File: src/rtl/rf_multiport.sv
// Parametrised multi-port register file with a post-reset clear sequencer, a registered debug port and a write-commit monitor.
// Define RF_BYPASS_EN to forward committing write data onto the combinational read ports.
module rf_multiport #(
   parameter int DATA_W     = 32,
   parameter int ADDR_W     = 5,
   parameter int INIT_INDEX = 1,
   parameter int CNT_W      = 16
) (
   input  logic              clk,
   input  logic              rst,
   input  logic              we,
   input  logic              wr_inhibit,
   input  logic [ADDR_W-1:0] wa,
   input  logic [DATA_W-1:0] wd,
   input  logic [ADDR_W-1:0] ra1,
   input  logic [ADDR_W-1:0] ra2,
   output logic [DATA_W-1:0] rd1,
   output logic [DATA_W-1:0] rd2,
   input  logic [ADDR_W-1:0] dbg_addr,
   output logic [DATA_W-1:0] dbg_data,
   output logic              busy,
   output logic              wr_ack,
   output logic [ADDR_W-1:0] last_wa,
   output logic [DATA_W-1:0] last_wd,
   output logic [CNT_W-1:0]  wr_count
);

   localparam int unsigned DEPTH = 1 << ADDR_W;

   typedef enum logic {
      S_CLEAR,
      S_READY
   } state_t;

   state_t              state_q;
   logic [ADDR_W-1:0]   idx_q;
   logic                busy_q;
   logic [DATA_W-1:0]   rf_q [DEPTH];
   logic [DATA_W-1:0]   dbg_data_q;
   logic                wr_ack_q;
   logic [ADDR_W-1:0]   last_wa_q;
   logic [DATA_W-1:0]   last_wd_q;
   logic [CNT_W-1:0]    wr_count_q;

   logic                commit;
   logic                mem_we_d;
   logic [ADDR_W-1:0]   mem_wa_d;
   logic [DATA_W-1:0]   mem_wd_d;
   logic [DATA_W-1:0]   init_val;

   assign commit = (state_q == S_READY) && we && !wr_inhibit && (wa != '0);

   always_comb begin
      init_val = (INIT_INDEX != 0) ? DATA_W'(idx_q) : '0;
   end

   // The sequencer owns the write port while clearing; datapath writes only land in READY.
   always_comb begin
      mem_we_d = 1'b0;
      mem_wa_d = wa;
      mem_wd_d = wd;
      if (state_q == S_CLEAR) begin
         mem_we_d = 1'b1;
         mem_wa_d = idx_q;
         mem_wd_d = init_val;
      end else if (commit) begin
         mem_we_d = 1'b1;
      end
   end

   always_ff @(posedge clk) begin
      if (!rst && mem_we_d) begin
         rf_q[mem_wa_d] <= mem_wd_d;
      end
   end

   // idx_q is all-ones exactly at DEPTH-1 since DEPTH is a power of two.
   always_ff @(posedge clk) begin
      if (rst) begin
         state_q <= S_CLEAR;
         idx_q   <= '0;
         busy_q  <= 1'b1;
      end else begin
         case (state_q)
            S_CLEAR: begin
               if (idx_q == '1) begin
                  state_q <= S_READY;
                  busy_q  <= 1'b0;
                  idx_q   <= '0;
               end else begin
                  idx_q   <= idx_q + ADDR_W'(1);
               end
            end
            default: begin
               state_q <= S_READY;
               busy_q  <= 1'b0;
            end
         endcase
      end
   end

   always_ff @(posedge clk) begin
      if (rst) begin
         wr_ack_q   <= 1'b0;
         last_wa_q  <= '0;
         last_wd_q  <= '0;
         wr_count_q <= '0;
         dbg_data_q <= '0;
      end else begin
         wr_ack_q   <= commit;
         dbg_data_q <= (dbg_addr == '0) ? '0 : rf_q[dbg_addr];
         if (commit) begin
            last_wa_q <= wa;
            last_wd_q <= wd;
            if (wr_count_q != '1) begin
               wr_count_q <= wr_count_q + CNT_W'(1);
            end
         end
      end
   end

`ifdef RF_BYPASS_EN
   always_comb begin
      rd1 = rf_q[ra1];
      rd2 = rf_q[ra2];
      if (commit && (ra1 == wa)) rd1 = wd;
      if (commit && (ra2 == wa)) rd2 = wd;
      if (busy_q || (ra1 == '0)) rd1 = '0;
      if (busy_q || (ra2 == '0)) rd2 = '0;
   end
`else
   always_comb begin
      rd1 = (busy_q || (ra1 == '0)) ? '0 : rf_q[ra1];
      rd2 = (busy_q || (ra2 == '0)) ? '0 : rf_q[ra2];
   end
`endif

   assign busy     = busy_q;
   assign dbg_data = dbg_data_q;
   assign wr_ack   = wr_ack_q;
   assign last_wa  = last_wa_q;
   assign last_wd  = last_wd_q;
   assign wr_count = wr_count_q;

endmodule
File: config.mk
export PLATFORM = sky130hd
export DESIGN_NAME = rf_multiport
export DESIGN_NICKNAME = d
export VERILOG_FILES = /design/src/rtl/rf_multiport.sv
export SDC_FILE = /design/constraint.sdc
export NUM_CORES = 1
export LEC_CHECK = 0
export CAP_MARGIN = 20
export CELL_PAD_IN_SITES_DETAIL_PLACEMENT = 1
export CELL_PAD_IN_SITES_GLOBAL_PLACEMENT = 2
export CORE_MARGIN = 2
export CORE_UTILIZATION = 41
export CTS_CLUSTER_SIZE = 28
export DETAILED_ROUTE_END_ITERATION = 8
export PLACE_DENSITY_LB_ADDON = 0.1
export SYNTH_ARGS = -nofsm -noshare
export SYNTH_HDL_FRONTEND = slang
export SYNTH_SLANG_ARGS = --single-unit
File: constraint.sdc
create_clock -name clk -period 4.1 [get_ports clk]
set_clock_uncertainty 0.05 [all_clocks]
set_input_delay 0.82 -clock clk [delete_from_list [all_inputs] [get_ports clk]]
set_output_delay 0.82 -clock clk [all_outputs]
set_load 0.02 [all_outputs]
==> results of run 1 <==
[critical path, delay by kind of cell]
family | cells | cell delay (ns)
AO/OA/AOI/OAI | 2 | 0.50
buffers and inverters | 3 | 1.03
multiplexers | 1 | 0.52
AND/OR/NAND/NOR | 1 | 0.27
[area by class of cell]
cell class | instances | area, um^2
diodes | 2 | 5.00
clock buffers | 179 | 3820
clock inverters | 73 | 808
fillers | 13800 | 72100
inverters | 5 | 18.8
multi-input cells | 2484 | 25200
flip-flops and latches | 1117 | 32600
well taps | 1903 | 2380
repair buffers | 578 | 6430
[worst min-delay path by stage]
stage                      startpoint     endpoint
after detailed placement  last_wd[18]  last_wd[18]
after global placement    last_wd[11]  last_wd[11]
after CTS                         rst  last_wd[18]
after global routing              rst  last_wd[24]
final                      last_wd[8]   last_wd[8]
after floorplan              idx_q[3]     idx_q[3]
[through the flow]
stage	hold WS (ns)	TNS [ns]
2_1_floorplan	0.441	-21.70
3_3_place_gp	0.392	-1.47
3_5_place_dp	0.400	-1.56
4_1_cts	0.397	0
5_1_grt	0.421	0
6_report	0.407	0
[placed cells by master, fill, tap and decap left out, types with 5 or more instances in the layout]
cell / Yosys / final
clkdlybuf4s50_1: 0 / 161
a22oi_1: 406 / 405
mux2_2: 14 / 14
nand2_1: 173 / 173
a22o_1: 79 / 79
and2_2: 0 / 9
inv_6: 0 / 8
inv_1: 5 / 5
clkbuf_1: 143 / 26
mux4_2: 380 / 380
buf_12: 0 / 120
clkinv_2: 0 / 28
buf_4: 58 / 274
nor3_1: 10 / 6
a31oi_1: 82 / 82
nor2b_4: 0 / 12
and2_1: 35 / 28
clkinv_1: 0 / 11
edfxtp_1: 1024 / 1024
bufinv_16: 0 / 15
a21oi_1: 59 / 58
and3_1: 16 / 16
nor2_1: 68 / 32
buf_8: 0 / 10
nor4_1: 6 / 5
nor2_4: 0 / 36
nand4_1: 102 / 102
clkbuf_8: 0 / 9
nand3_1: 197 / 197
mux2i_1: 781 / 781
nor2b_1: 20 / 8
clkinv_4: 0 / 5
clkbuf_16: 0 / 144
dfxtp_1: 93 / 91
[metal layers]
layer	GRT usage (%)	share of wire, %
met3	7.64	10
met5	0	0.017
met2	49.8	44
met4	12.0	3.7
met1	47.3	42
[cell families after synthesis]
logic type                 after synthesis  share of synthesized area (%)
AOI/OAI and AO/OA                      644                           7.93
adders and majority gates                3                         0.0635
buffers and inverters                  369                           3.14
DFF                                   1117                           55.2
muxes                                 1175                           28.0
and+or+nand+nor                        662                           5.71
[state kept, by name, indices dropped and copies added (netlist names)]
name	cells
state_q	1
idx_q	5
busy	1
dbg_data	32
last_wa	5
rf_q	1024
wr_count	16
wr_ack	1
last_wd	32
[power by group through the flow]
| stage | sequential (W) | combinational, W | clock, W |
|---|---|---|---|
| floorplan | 0.0127 | 0.00143 | 0 |
| global placement | 0.0127 | 0.00256 | 0 |
| detailed placement | 0.0127 | 0.00257 | 0 |
| CTS | 0.0124 | 0.00257 | 0.0127 |
| global route | 0.0124 | 0.00269 | 0.0132 |
| finish | 0.0124 | 0.00261 | 0.0126 |
==> results.json, run 1 <==
{
  "cp_slowest_cell": "clkdlybuf4s50_1",
  "postCtsHoldBufs": 0,
  "clk_latency_ns": 0.79,
  "synth-main-ff-cell": "edfxtp_1",
  "die_w_um": 384,
  "syn_to_final_growth_pct": 20.6,
  "finish.utilization_pct": 49.7,
  "netlist_instances": 3970,
  "io_pins": 207,
  "cts-buffers-inserted": 136,
  "worst_slew_pin_slew_ns": 0.900,
  "critPathCapture": "rd1[12]",
  "slew_viol_final": 0,
  "crit_type": "in -> out",
  "crit_start": "ra1[0]",
  "max_freq_mhz": 247,
  "p_leak_nw": 25.7,
  "grt.total_usage_pct": 33.2,
  "power_switching_w": 0.00664,
  "dr.pass1.iters": 5,
  "cts-root-buf": "clkbuf_16",
  "grt_pass1_wl_um": 341000,
  "grt-ovfl-total": 0,
  "die_h_um": 384,
  "final_area_um2": 71200,
  "drc": 0,
  "nNetsFinal": 4381,
  "drt_iter0_drc": 5702,
  "placed_area_um2": 66400,
  "cts.sinks": 1117,
  "worstReg2RegStart": "state_q",
  "syn-num-nets": 4029,
  "p_per_area_nw_per_um2": 388,
  "async_flop_share_pct": 0,
  "synth.most_common_cell": "edfxtp_1",
  "vias_per_cell": 6.75,
  "cts_tree": "done",
  "worstReg2RegEnd": "rf_q[8][24]",
  "grt_pass1_vias": 43500,
  "min_period_over_period_pct": 98.7,
  "start_kind": "primary input",
  "avgSynthCellArea_um2": 14.9,
  "initial_utilization_pct": 41.2,
  "core_area_um2": 143000,
  "drive_gt1_share_pct": 25.0,
  "clockBufferDepth": 3,
  "synth_common_cells": "1024 x edfxtp_1, 781 x mux2i_1, 406 x a22oi_1, 380 x mux4_2, 197 x nand3_1",
  "grt_max_degree": 57,
  "rsz0062_at_grt": "false",
  "worstPathCellList": "buf_6, buf_12, mux4_2, a22o_1, a31oi_1, nand4_1, clkdlybuf4s50_1",
  "yosysTopAreaCell": "edfxtp_1",
  "ys_seq_area_share_pct": 55.2,
  "cap_viol_max_count": 0,
  "numPortBuffers": 206,
  "netlist_area_um2": 59100,
  "cp_max_fo": 10,
  "ant_nets": 0,
  "r2r_slack_ns": 1.24,
  "finalWorstPathRequiredPeriod_ns": 4.05,
  "cts.repair.resized": 7,
  "crit_arrival_ns": 3.18,
  "vias": 42800,
  "synth_top_area_share_pct": 52.0,
  "status": "finished, final reports clean",
  "required_ns": 3.23,
  "synth_edf_count": 1024,
  "intPower_w": 0.0210,
  "total_power_w": 0.0277,
  "pwr-share-comb_pct": 9.4,
  "setup_slack_ns": 0.0524,
  "setup_viol": 0,
  "post_cts_buffers": 0,
  "yosys_warnings": 0,
  "routed_wl_um": 247000,
  "slew_headroom_pct": 40.0,
  "antenna_found_initial": 13,
  "yosys.cell_types.count": 52,
  "hpwl_um": 161000,
  "max_stage_delay_ns": 0.62,
  "gp_congestion": 0.882,
  "switching_share_pct": 24.0,
  "pwr-share-seq_pct": 45.0,
  "clkTransAtPathRegs_ns": 0.06,
  "htreeDepth": 4,
  "dp_cells": 6079,
  "pre_cts_ws_ns": -0.183,
  "dieArea_um2": 147000,
  "std_cell_rows": 139,
  "holdPathStages": 2,
  "min_path_type": "reg -> reg",
  "clkPwrFrac_pct": 45.6,
  "r2r_cells": 6,
  "finalNonFillerCells": 6341,
  "detail_route.wl_per_cell_um": 38.9,
  "hold_viol_final": 0,
  "ys_top_cells_by_area": "edfxtp_1 52%, mux4_2 14%, mux2i_1 13%",
  "ys_ff_latch": 1117,
  "end_kind": "output port",
  "ir_drop_mv": 0.246
}
(Power assumes the default switching activity.)
==> run 2, diff against run 1 <==
--- a/config.mk
+++ b/config.mk
@@ -5,11 +5,11 @@
 export SDC_FILE = /design/constraint.sdc
 export NUM_CORES = 1
 export LEC_CHECK = 0
-export CAP_MARGIN = 20
+export CAP_MARGIN = 0
 export CELL_PAD_IN_SITES_DETAIL_PLACEMENT = 1
-export CELL_PAD_IN_SITES_GLOBAL_PLACEMENT = 2
+export CELL_PAD_IN_SITES_GLOBAL_PLACEMENT = 1
 export CORE_MARGIN = 2
-export CORE_UTILIZATION = 41
+export CORE_UTILIZATION = 48
 export CTS_CLUSTER_SIZE = 28
 export DETAILED_ROUTE_END_ITERATION = 8
 export PLACE_DENSITY_LB_ADDON = 0.1
==> run 2 against run 1 <==
Net effect:
- combinational power hardly changed
- sequential power barely moved
- routed wire length shrank 3.6%
- die area decreased by 14%
- worst hold slack lost 0.0054 ns
- count of clock-buffer cells in the layout shrank 5
==> results.json, run 2 (synthesis gave the netlist of run 1 again) <==
{
  "cp_max_fo": 16,
  "cap_viol_max_count": 0,
  "crit_arrival_ns": 3.23,
  "switching_share_pct": 23.6,
  "p_leak_nw": 25.4,
  "hold_path_end": "last_wd[22]",
  "max_freq_mhz": 244,
  "drive_gt1_share_pct": 24.1,
  "p_per_area_nw_per_um2": 386,
  "nNetsFinal": 4352,
  "cts.sinks": 1117,
  "total_power_w": 0.0271,
  "cp_slowest_cell": "clkdlybuf4s50_1",
  "clockBufferDepth": 3,
  "worstReg2RegEnd": "rf_q[25][8]",
  "drt_iter0_drc": 6200,
  "min_path_type": "reg -> reg",
  "core_area_um2": 122000,
  "worst_slew_pin_slew_ns": 1.21,
  "end_kind": "output port",
  "power_switching_w": 0.00640,
  "grt_pass1_wl_um": 333000,
  "status": "finished, final reports clean",
  "largest_reg_flops": 1024,
  "min_period_over_period_pct": 99.9,
  "gp_congestion": 0.887,
  "most-common-layout-cells": "1024 x edfxtp_1, 781 x mux2i_1, 406 x a22oi_1",
  "detail_route.wl_per_cell_um": 39.5,
  "cts-buffers-inserted": 130,
  "required_ns": 3.23,
  "postCtsHoldBufs": 0,
  "pwr-share-seq_pct": 45.9,
  "clkPwrFrac_pct": 44.5,
  "finalNonFillerCells": 6018,
  "std_cell_rows": 128,
  "holdPathStages": 2,
  "max_stage_delay_ns": 0.59,
  "htreeDepth": 4,
  "final_common_cell": "edfxtp_1",
  "rsz0062_at_grt": "false",
  "worstPathCellList": "clkdlybuf4s50_1, buf_4, nor4b_4, buf_12, buf_12, a22o_1, a31oi_1, nand4_1, clkdlybuf4s50_1",
  "grt-ovfl-total": 0,
  "grt_pass1_vias": 44600,
  "numPortBuffers": 206,
  "start_kind": "primary input",
  "hpwl_um": 154000,
  "clk_latency_ns": 0.79,
  "ant_nets": 0,
  "ir_drop_mv": 0.434,
  "clkTransAtPathRegs_ns": 0.06,
  "intPower_w": 0.0207,
  "syn_to_final_growth_pct": 18.8,
  "hold_viol_final": 0,
  "crit_type": "in -> out",
  "vias": 43700,
  "slew_headroom_pct": 19.5,
  "io_pins": 207,
  "initial_utilization_pct": 48.4,
  "hp-start": "last_wd[22]",
  "dieArea_um2": 126000,
  "largest-register": "rf_q",
  "finalWorstPathRequiredPeriod_ns": 4.10,
  "die_w_um": 355,
  "final_area_um2": 70200,
  "cts_tree": "done",
  "pwr-share-comb_pct": 9.6,
  "dr.pass1.iters": 6,
  "slew_viol_final": 0,
  "grt_max_degree": 53,
  "drc": 0,
  "r2r_cells": 5,
  "vias_per_cell": 7.26,
  "worstReg2RegStart": "state_q",
  "cts-root-buf": "clkbuf_16",
  "grt.total_usage_pct": 37.5,
  "antenna_found_initial": 15,
  "setup_viol": 0,
  "placed_area_um2": 65800,
  "dp_cells": 5783,
  "r2r_slack_ns": 1.00,
  "die_h_um": 355,
  "routed_wl_um": 238000
}
[run 2: cell types whose count changed in the layout (fill, tap and decap cells not counted), sizes merged]
cell and change:
diode -1, clkbuf -5, clkdlybuf4s50 +3, inv -5
clkinv -10, buf -23, bufinv -1, dlygate4sd2 -3
[run 2: final cells by class]
class,count,area (um^2)
repair buffers,555,6010
well taps,1625,2030
flip-flops and latches,1117,32600
diodes,1,2.50
inverters,5,18.8
clock buffers,174,3730
clock inverters,57,638
fillers,11300,51800
multi-input cells,2484,25200
[run 2: power groups by stage]
stage               logic [W]  registers, W  clock network, W
finish                0.00259        0.0124            0.0121
global route          0.00265        0.0124            0.0126
detailed placement    0.00253        0.0127                 0
CTS                   0.00254        0.0124            0.0122
global placement      0.00251        0.0127                 0
floorplan             0.00143        0.0127                 0
[run 2: layer usage]
metal	GRT usage (%)	routed length [um]	up-vias
li1	-	-	17100
met4	16.4	10900	16
met1	51.5	92800	22900
met2	56.1	106000	3008
met3	10.2	28400	669
met5	0	104	-
[run 2: metrics by stage]
stage / hold slack, ns / utilization [%] / setup WS, ns / setup TNS (ns)
after floorplan: 0.441 / - / -0.341 / -21.70
after global placement: 0.390 / 53.9 / -0.137 / -0.780
after detailed placement: 0.399 / 53.9 / -0.205 / -1.42
after CTS: 0.404 / 57.5 / 0.00981 / 0
after global routing: 0.421 / 57.5 / 0.00405 / 0
final: 0.402 / 57.5 / 0.00344 / 0
[run 2: how the worst max path moves through the flow]
stage | startpoint | end | slack, ns | cells after the start
2_1_floorplan | rst | rf_q[22][0] | -0.34 | 5
3_3_place_gp | ra1[3] | rd1[29] | -0.14 | 7
3_5_place_dp | ra1[3] | rd1[29] | -0.21 | 7
4_1_cts | busy | rd2[26] | 0.01 | 7
5_1_grt | ra1[4] | rd1[4] | 0.004 | 8
6_report | ra2[4] | rd2[21] | 0.003 | 9
[run 2: worst max-delay path: cells and delay by family]
kind / cells / cell delay [ns]
AO/OA/AOI/OAI: 2 / 0.52
buffers and inverters: 5 / 1.58
AND/OR/NAND/NOR: 2 / 0.27
[run 2: repair_timing]
item                                    4_1_cts  5_1_grt
setup buffers                                 1        2
pin swaps                                     1        1
endpoints found under the setup margin       38        5
gates resized for setup                       4        6
